[config.mk]
export PLATFORM = sky130hd
export DESIGN_NAME = rtc_pclk_to_clk1hz_tx
export DESIGN_NICKNAME = d
export VERILOG_FILES = /design/src/rtl/rtc_xfer_pkg.sv /design/src/rtl/rtc_toggle_sync.sv /design/src/rtl/rtc_pclk_to_clk1hz_tx.sv
export SDC_FILE = /design/constraint.sdc
export NUM_CORES = 1
export LEC_CHECK = 0
export BUFFER_PORTS_ARGS = -buffer_cell sky130_fd_sc_hd__buf_2
export CAP_MARGIN = 10
export CELL_PAD_IN_SITES_DETAIL_PLACEMENT = 1
export CELL_PAD_IN_SITES_GLOBAL_PLACEMENT = 1
export CORE_ASPECT_RATIO = 0.6
export CORE_MARGIN = 2
export CORE_UTILIZATION = 35
export CTS_BUF_LIST = sky130_fd_sc_hd__clkbuf_2
export DETAILED_ROUTE_END_ITERATION = 7
export PLACE_DENSITY_LB_ADDON = 0.1
export SETUP_SLACK_MARGIN = 0.15
export SYNTH_ARGS = -nofsm -noshare
export SYNTH_HDL_FRONTEND = slang
export SYNTH_SLANG_ARGS = --single-unit
export TNS_END_PERCENT = 10
[constraint.sdc]
create_clock -name PCLK -period 2.5 [get_ports PCLK]
set_input_delay 0.125 -clock PCLK [delete_from_list [all_inputs] [get_ports PCLK]]
set_output_delay 0.125 -clock PCLK [all_outputs]
set_load 0.01 [all_outputs]
[src/rtl/rtc_xfer_pkg.sv]
// Shared types and defaults for the PCLK -> CLK1HZ toggle-handshake transfer path.
package rtc_xfer_pkg;

    typedef enum logic [1:0] {
        ST_RESYNC   = 2'd0,
        ST_IDLE     = 2'd1,
        ST_WAIT_ACK = 2'd2
    } xfer_state_e;

    localparam logic SEL_LOAD  = 1'b0;
    localparam logic SEL_MATCH = 1'b1;

    localparam int DEF_DATA_WIDTH  = 32;
    localparam int DEF_SYNC_STAGES = 2;

endpackage

[src/rtl/rtc_toggle_sync.sv]
// Flop-chain synchroniser for a level/toggle signal crossing into this clock domain.
// Shared by both ends of the Load/Match transfer path.
module rtc_toggle_sync
    import rtc_xfer_pkg::*;
#(
    parameter int STAGES = DEF_SYNC_STAGES
) (
    input  logic clk,
    input  logic rst,
    input  logic d,
    output logic q
);

    logic [STAGES-1:0] sync_q;
    logic [STAGES-1:0] sync_d;

    // shift the asynchronous input one stage deeper each cycle
    always_comb begin
        sync_d = {sync_q[STAGES-2:0], d};
    end

    // synchroniser flops, cleared by the shared reset
    always_ff @(posedge clk) begin
        if (rst) begin
            sync_q <= '0;
        end else begin
            sync_q <= sync_d;
        end
    end

    assign q = sync_q[STAGES-1];

endmodule

[src/rtl/rtc_pclk_to_clk1hz_tx.sv]
// PCLK-side transmitter carrying RTC Load/Match writes to the CLK1HZ domain
// over a toggle request/acknowledge handshake, with a one-deep pending slot.
//
//   state       | meaning
//   ------------+-----------------------------------------------------------
//   ST_RESYNC   | after reset: wait for the ack synchroniser to settle,
//               | swallowing any stale ack edge; writes land in the slot
//   ST_IDLE     | nothing outstanding; a write launches immediately
//   ST_WAIT_ACK | request outstanding, XferData held; writes land in the slot
module rtc_pclk_to_clk1hz_tx
    import rtc_xfer_pkg::*;
#(
    parameter int DATA_WIDTH  = DEF_DATA_WIDTH,
    parameter int SYNC_STAGES = DEF_SYNC_STAGES
) (
    input  logic                  PCLK,
    input  logic                  PRESET,
    input  logic                  WrLoad,
    input  logic                  WrMatch,
    input  logic [DATA_WIDTH-1:0] PWDATA,
    input  logic                  XferAck,
    output logic                  XferReq,
    output logic [DATA_WIDTH-1:0] XferData,
    output logic                  XferSel,
    output logic                  Busy,
    output logic                  Pending,
    output logic                  XferDone,
    output logic                  Overrun
);

    localparam int              CNT_W    = $clog2(SYNC_STAGES + 1);
    localparam logic [CNT_W-1:0] CNT_TERM = CNT_W'(SYNC_STAGES);

    xfer_state_e           state_q, state_d;
    logic [CNT_W-1:0]      cnt_q, cnt_d;
    logic                  ack_seen_q, ack_seen_d;
    logic                  req_q, req_d;
    logic [DATA_WIDTH-1:0] data_q, data_d;
    logic                  sel_q, sel_d;
    logic                  pend_valid_q, pend_valid_d;
    logic [DATA_WIDTH-1:0] pend_data_q, pend_data_d;
    logic                  pend_sel_q, pend_sel_d;
    logic                  done_q, done_d;
    logic                  ovr_q, ovr_d;

    logic                  ack_sync;
    logic                  ack_edge;
    logic                  strobe;
    logic                  wr_sel;
    logic                  launch_slot;
    logic                  launch_wr;

    rtc_toggle_sync #(
        .STAGES (SYNC_STAGES)
    ) u_ack_sync (
        .clk (PCLK),
        .rst (PRESET),
        .d   (XferAck),
        .q   (ack_sync)
    );

    assign ack_edge = ack_sync ^ ack_seen_q;
    assign strobe   = WrLoad | WrMatch;
    // Load wins when both strobes arrive together; the Match write is dropped
    assign wr_sel   = WrLoad ? SEL_LOAD : SEL_MATCH;

    // next-state, launch selection, pending-slot update and pulse generation
    always_comb begin
        state_d      = state_q;
        cnt_d        = cnt_q;
        ack_seen_d   = ack_sync;
        req_d        = req_q;
        data_d       = data_q;
        sel_d        = sel_q;
        pend_valid_d = pend_valid_q;
        pend_data_d  = pend_data_q;
        pend_sel_d   = pend_sel_q;
        done_d       = 1'b0;
        ovr_d        = WrLoad & WrMatch;
        launch_slot  = 1'b0;
        launch_wr    = 1'b0;

        case (state_q)
            ST_RESYNC: begin
                if (cnt_q == CNT_TERM) begin
                    cnt_d = '0;
                    if (pend_valid_q) begin
                        launch_slot = 1'b1;
                        state_d     = ST_WAIT_ACK;
                    end else begin
                        state_d = ST_IDLE;
                    end
                end else begin
                    cnt_d = cnt_q + CNT_W'(1);
                end
            end
            ST_IDLE: begin
                // a slot filled on the last resync cycle is drained from here
                if (pend_valid_q) begin
                    launch_slot = 1'b1;
                    state_d     = ST_WAIT_ACK;
                end else if (strobe) begin
                    launch_wr = 1'b1;
                    state_d   = ST_WAIT_ACK;
                end
            end
            ST_WAIT_ACK: begin
                if (ack_edge) begin
                    done_d = 1'b1;
                    if (pend_valid_q) begin
                        launch_slot = 1'b1;
                    end else if (strobe) begin
                        launch_wr = 1'b1;
                    end else begin
                        state_d = ST_IDLE;
                    end
                end
            end
            default: begin
                state_d = ST_RESYNC;
            end
        endcase

        if (launch_slot) begin
            req_d        = ~req_q;
            data_d       = pend_data_q;
            sel_d        = pend_sel_q;
            pend_valid_d = 1'b0;
        end

        if (launch_wr) begin
            req_d  = ~req_q;
            data_d = PWDATA;
            sel_d  = wr_sel;
        end

        // writes not launched directly go to the slot; overwriting live contents is an overrun
        if (strobe && !launch_wr) begin
            if (pend_valid_q && !launch_slot) begin
                ovr_d = 1'b1;
            end
            pend_valid_d = 1'b1;
            pend_data_d  = PWDATA;
            pend_sel_d   = wr_sel;
        end
    end

    // state and datapath registers with synchronous reset
    always_ff @(posedge PCLK) begin
        if (PRESET) begin
            state_q      <= ST_RESYNC;
            cnt_q        <= '0;
            ack_seen_q   <= 1'b0;
            req_q        <= 1'b0;
            data_q       <= '0;
            sel_q        <= SEL_LOAD;
            pend_valid_q <= 1'b0;
            pend_data_q  <= '0;
            pend_sel_q   <= SEL_LOAD;
            done_q       <= 1'b0;
            ovr_q        <= 1'b0;
        end else begin
            state_q      <= state_d;
            cnt_q        <= cnt_d;
            ack_seen_q   <= ack_seen_d;
            req_q        <= req_d;
            data_q       <= data_d;
            sel_q        <= sel_d;
            pend_valid_q <= pend_valid_d;
            pend_data_q  <= pend_data_d;
            pend_sel_q   <= pend_sel_d;
            done_q       <= done_d;
            ovr_q        <= ovr_d;
        end
    end

    assign XferReq  = req_q;
    assign XferData = data_q;
    assign XferSel  = sel_q;
    assign Busy     = (state_q != ST_IDLE);
    assign Pending  = pend_valid_q;
    assign XferDone = done_q;
    assign Overrun  = ovr_q;

endmodule

==> results.ini <==
[sta]
post-route-period-util_pct=91.45
rsz0062_at_grt=yes
setup_viol=0
min_period_ns=2.286
slew_headroom_pct=55.95
tightest_slew_ns=0.6607
slew_viol_final=0
whs_ns=0.1178
setup_tns_ns=0
clock.fmax_mhz=437.4
finalHoldViolCount=0
skew_ns=0.01733

[setup_path]
path_depth=7
end_kind=register
r2r_cells=7
crit_chain=inv_1 -> ha_1 -> nor2b_1 -> nand2_1 -> a21oi_1 -> a211oi_1 -> dlygate4sd3_1
cp-startpoint=state_q[1]$_SDFFE_PP0P_
r2r_end=pend_sel_q$_SDFFE_PP0P_
r2r_slack_ns=0.21
path_buf_inv=2
critPathLaunchType=register
cp_slowest_stage_delay_ns=0.59
crit_slowest_cell=dlygate4sd3_1
critPathRequiredTime_ns=2.94
critPathMaxFanout=8
arrival_ns=2.73
crit_type=reg2reg
crit_end=pend_sel_q$_SDFFE_PP0P_
cp_top_family=buffers and inverters
r2r_start=state_q[1]$_SDFFE_PP0P_

[detailed_routing]
via_per_inst=5.061
wl_um=10140
drc=0
dr.pass1.iters=4
drtIter0Drc=165
ant_nets=0
wl_per_cell_um=16.33
num_vias=3143

[layout]
nNetsFinal=546
n_antenna_cell=0
num-fill-cells=1066
fin_util_pct=48.16
fin_area_sq_um=4168
area_delta_synth_final_pct=31.45
drive_gt1_share_pct=22.40

[placed_design]
detailed_place.area_sq_um=3681
portBuffers=74
hpwl_um=6639
gp_congestion=0.8013

[grt]
antenna_found_initial=0
overflow=0
grt_pass1_vias=3200
grt_max_degree=36
grt_pass1_wl_um=16530
grt_util_all_layers_pct=21.36

[synthesis]
ys.flop_type=dfxtp_1
syn_area_sq_um=3171
synthCells=396
synth_seq_cells=77
netlist.area_leader.share_pct=48.62
ys_types=35
syn_nets=438
synth_top_cell_by_area=dfxtp_1
synth.most_common_cell=nand2_1
synthTopCellsByArea=dfxtp_1, nand2_1, a21oi_1
synth_edf_count=0
avgSynthCellArea_sq_um=8.006
synthTopCellsByCount=nand2_1, dfxtp_1, a21oi_1, nor2_1, a211oi_1
yosysSeqAreaShare_pct=48.62
yosysWarnings=0
synth-async-reset-ratio_pct=0

[clock_tree]
cts_made_buffers=9
cts.sinks=77
htree_num_levels=3
cts_buffer_depth=2
path_clk_slew_ns=0.18
cts_tree=yes
clk_latency_ns=0.54
root_buffer=clkbuf_2

[floorplan]
die_x_um=126.9
start_util_pct=36.64
die_area_sq_um=9861
row_count=26
ios=75
core_sq_um=8653
die_h_um=77.73

[power_and_ir_drop]
power_leakage_uw=0.001768
power_density_nw_per_um2=807.9
ir_drop_v=0.0004495

[min_path]
hold_path_class=in2reg
min_from=PRESET

[job]
cap_violations=0

[status]
status=complete, no violations

## worst min-delay path by stage
| stage | to | depth (start not counted) | slack [ns] |
|---|---|---|---|
| after global routing | pend_data_q[27]$_SDFFE_PP0P_ | 2 | 0.09 |
| after floorplan | pend_sel_q$_SDFFE_PP0P_ | 1 | 0.22 |
| after CTS | ack_seen_q$_SDFF_PP0_ | 2 | 0.06 |
| final | ack_seen_q$_SDFF_PP0_ | 2 | 0.12 |
| after global placement | u_ack_sync.sync_q[0]$_SDFF_PP0_ | 2 | 0.34 |
| after detailed placement | u_ack_sync.sync_q[0]$_SDFF_PP0_ | 2 | 0.34 |
## final cells by class
| type | instances | area, sq um | share of cell area [%] |
|---|---|---|---|
| Multi-Input combinational cell | 286 | 1499 | 35.97 |
| Clock buffer | 12 | 60.06 | 1.441 |
| Tap cell | 112 | 140.1 | 3.362 |
| Inverter | 4 | 15.01 | 0.3603 |
| Clock inverter | 4 | 48.80 | 1.171 |
| Timing Repair Buffer | 126 | 863.3 | 20.71 |
| Sequential cell | 77 | 1541 | 36.99 |
## kinds of logic (layout without fill, tap and decap cells)
logic type,count (synthesis),count (layout),synth area share (%)
simple gates,156,156,19.77
xor+xnor,2,2,0.5526
compound gates,123,123,23.72
fa+ha+maj,5,5,1.973
buf+inv,33,146,5.367
flops,77,77,48.62
## placed cells by master (no fill, tap or decap), types with 3 or more instances in the layout
cell	n
buf_2	74
buf_4	15
ha_1	4
nor2b_1	5
o21ai_0	3
a211oi_1	32
nand2_1	102
a21oi_1	74
nor2_1	38
dfxtp_1	77
clkbuf_2	12
nor3_1	4
dlygate4sd3_1	36
inv_1	4
## flip-flops by register name (all words and copies together), names as in the netlist
name / flops
XferData: 32
pend_data_q: 32
cnt_q: 2
state_q: 2
u_ack_sync.sync_q: 2
Overrun: 1
Pending: 1
XferDone: 1
XferReq: 1
XferSel: 1
ack_seen_q: 1
pend_sel_q: 1
## per-stage QoR
step,total power (uW),setup slack (ns),std cells
floorplan,2239,0.6958,396
global placement,2626,0.3633,567
detailed placement,2659,0.1996,567
CTS,3380,0.1623,619
global route,3598,0.05434,621
finish,3367,0.2138,621
## power breakdown
group	internal [uW]	switching [uW]	leakage, uW
clock network	242	430	0.0000759
registers	1400	122	0.000631
logic	455	713	0.00106
## repair_timing
item	CTS	global route
setup buffers	0	2
gates resized for setup	0	1
hold buffers	36	0
setup endpoints to repair	0	32
endpoints found under the hold margin	68	0
## worst reg2reg max path, cell delays in order, from the launching register on
cell	delay, ns
dfxtp_1	0.51
inv_1	0.11
ha_1	0.31
nor2b_1	0.31
nand2_1	0.14
a21oi_1	0.17
a211oi_1	0.06
dlygate4sd3_1	0.59
## layer usage
layer	vias to the layer above	GRT usage (%)	wire length (um)
li1	1561	-	-
met1	1508	29.23	5163
met2	64	33.60	4506
met3	10	5.172	391
met4	0	6.264	80
met5	-	0	0
No activity file was read; power rests on OpenSTA's default activity.
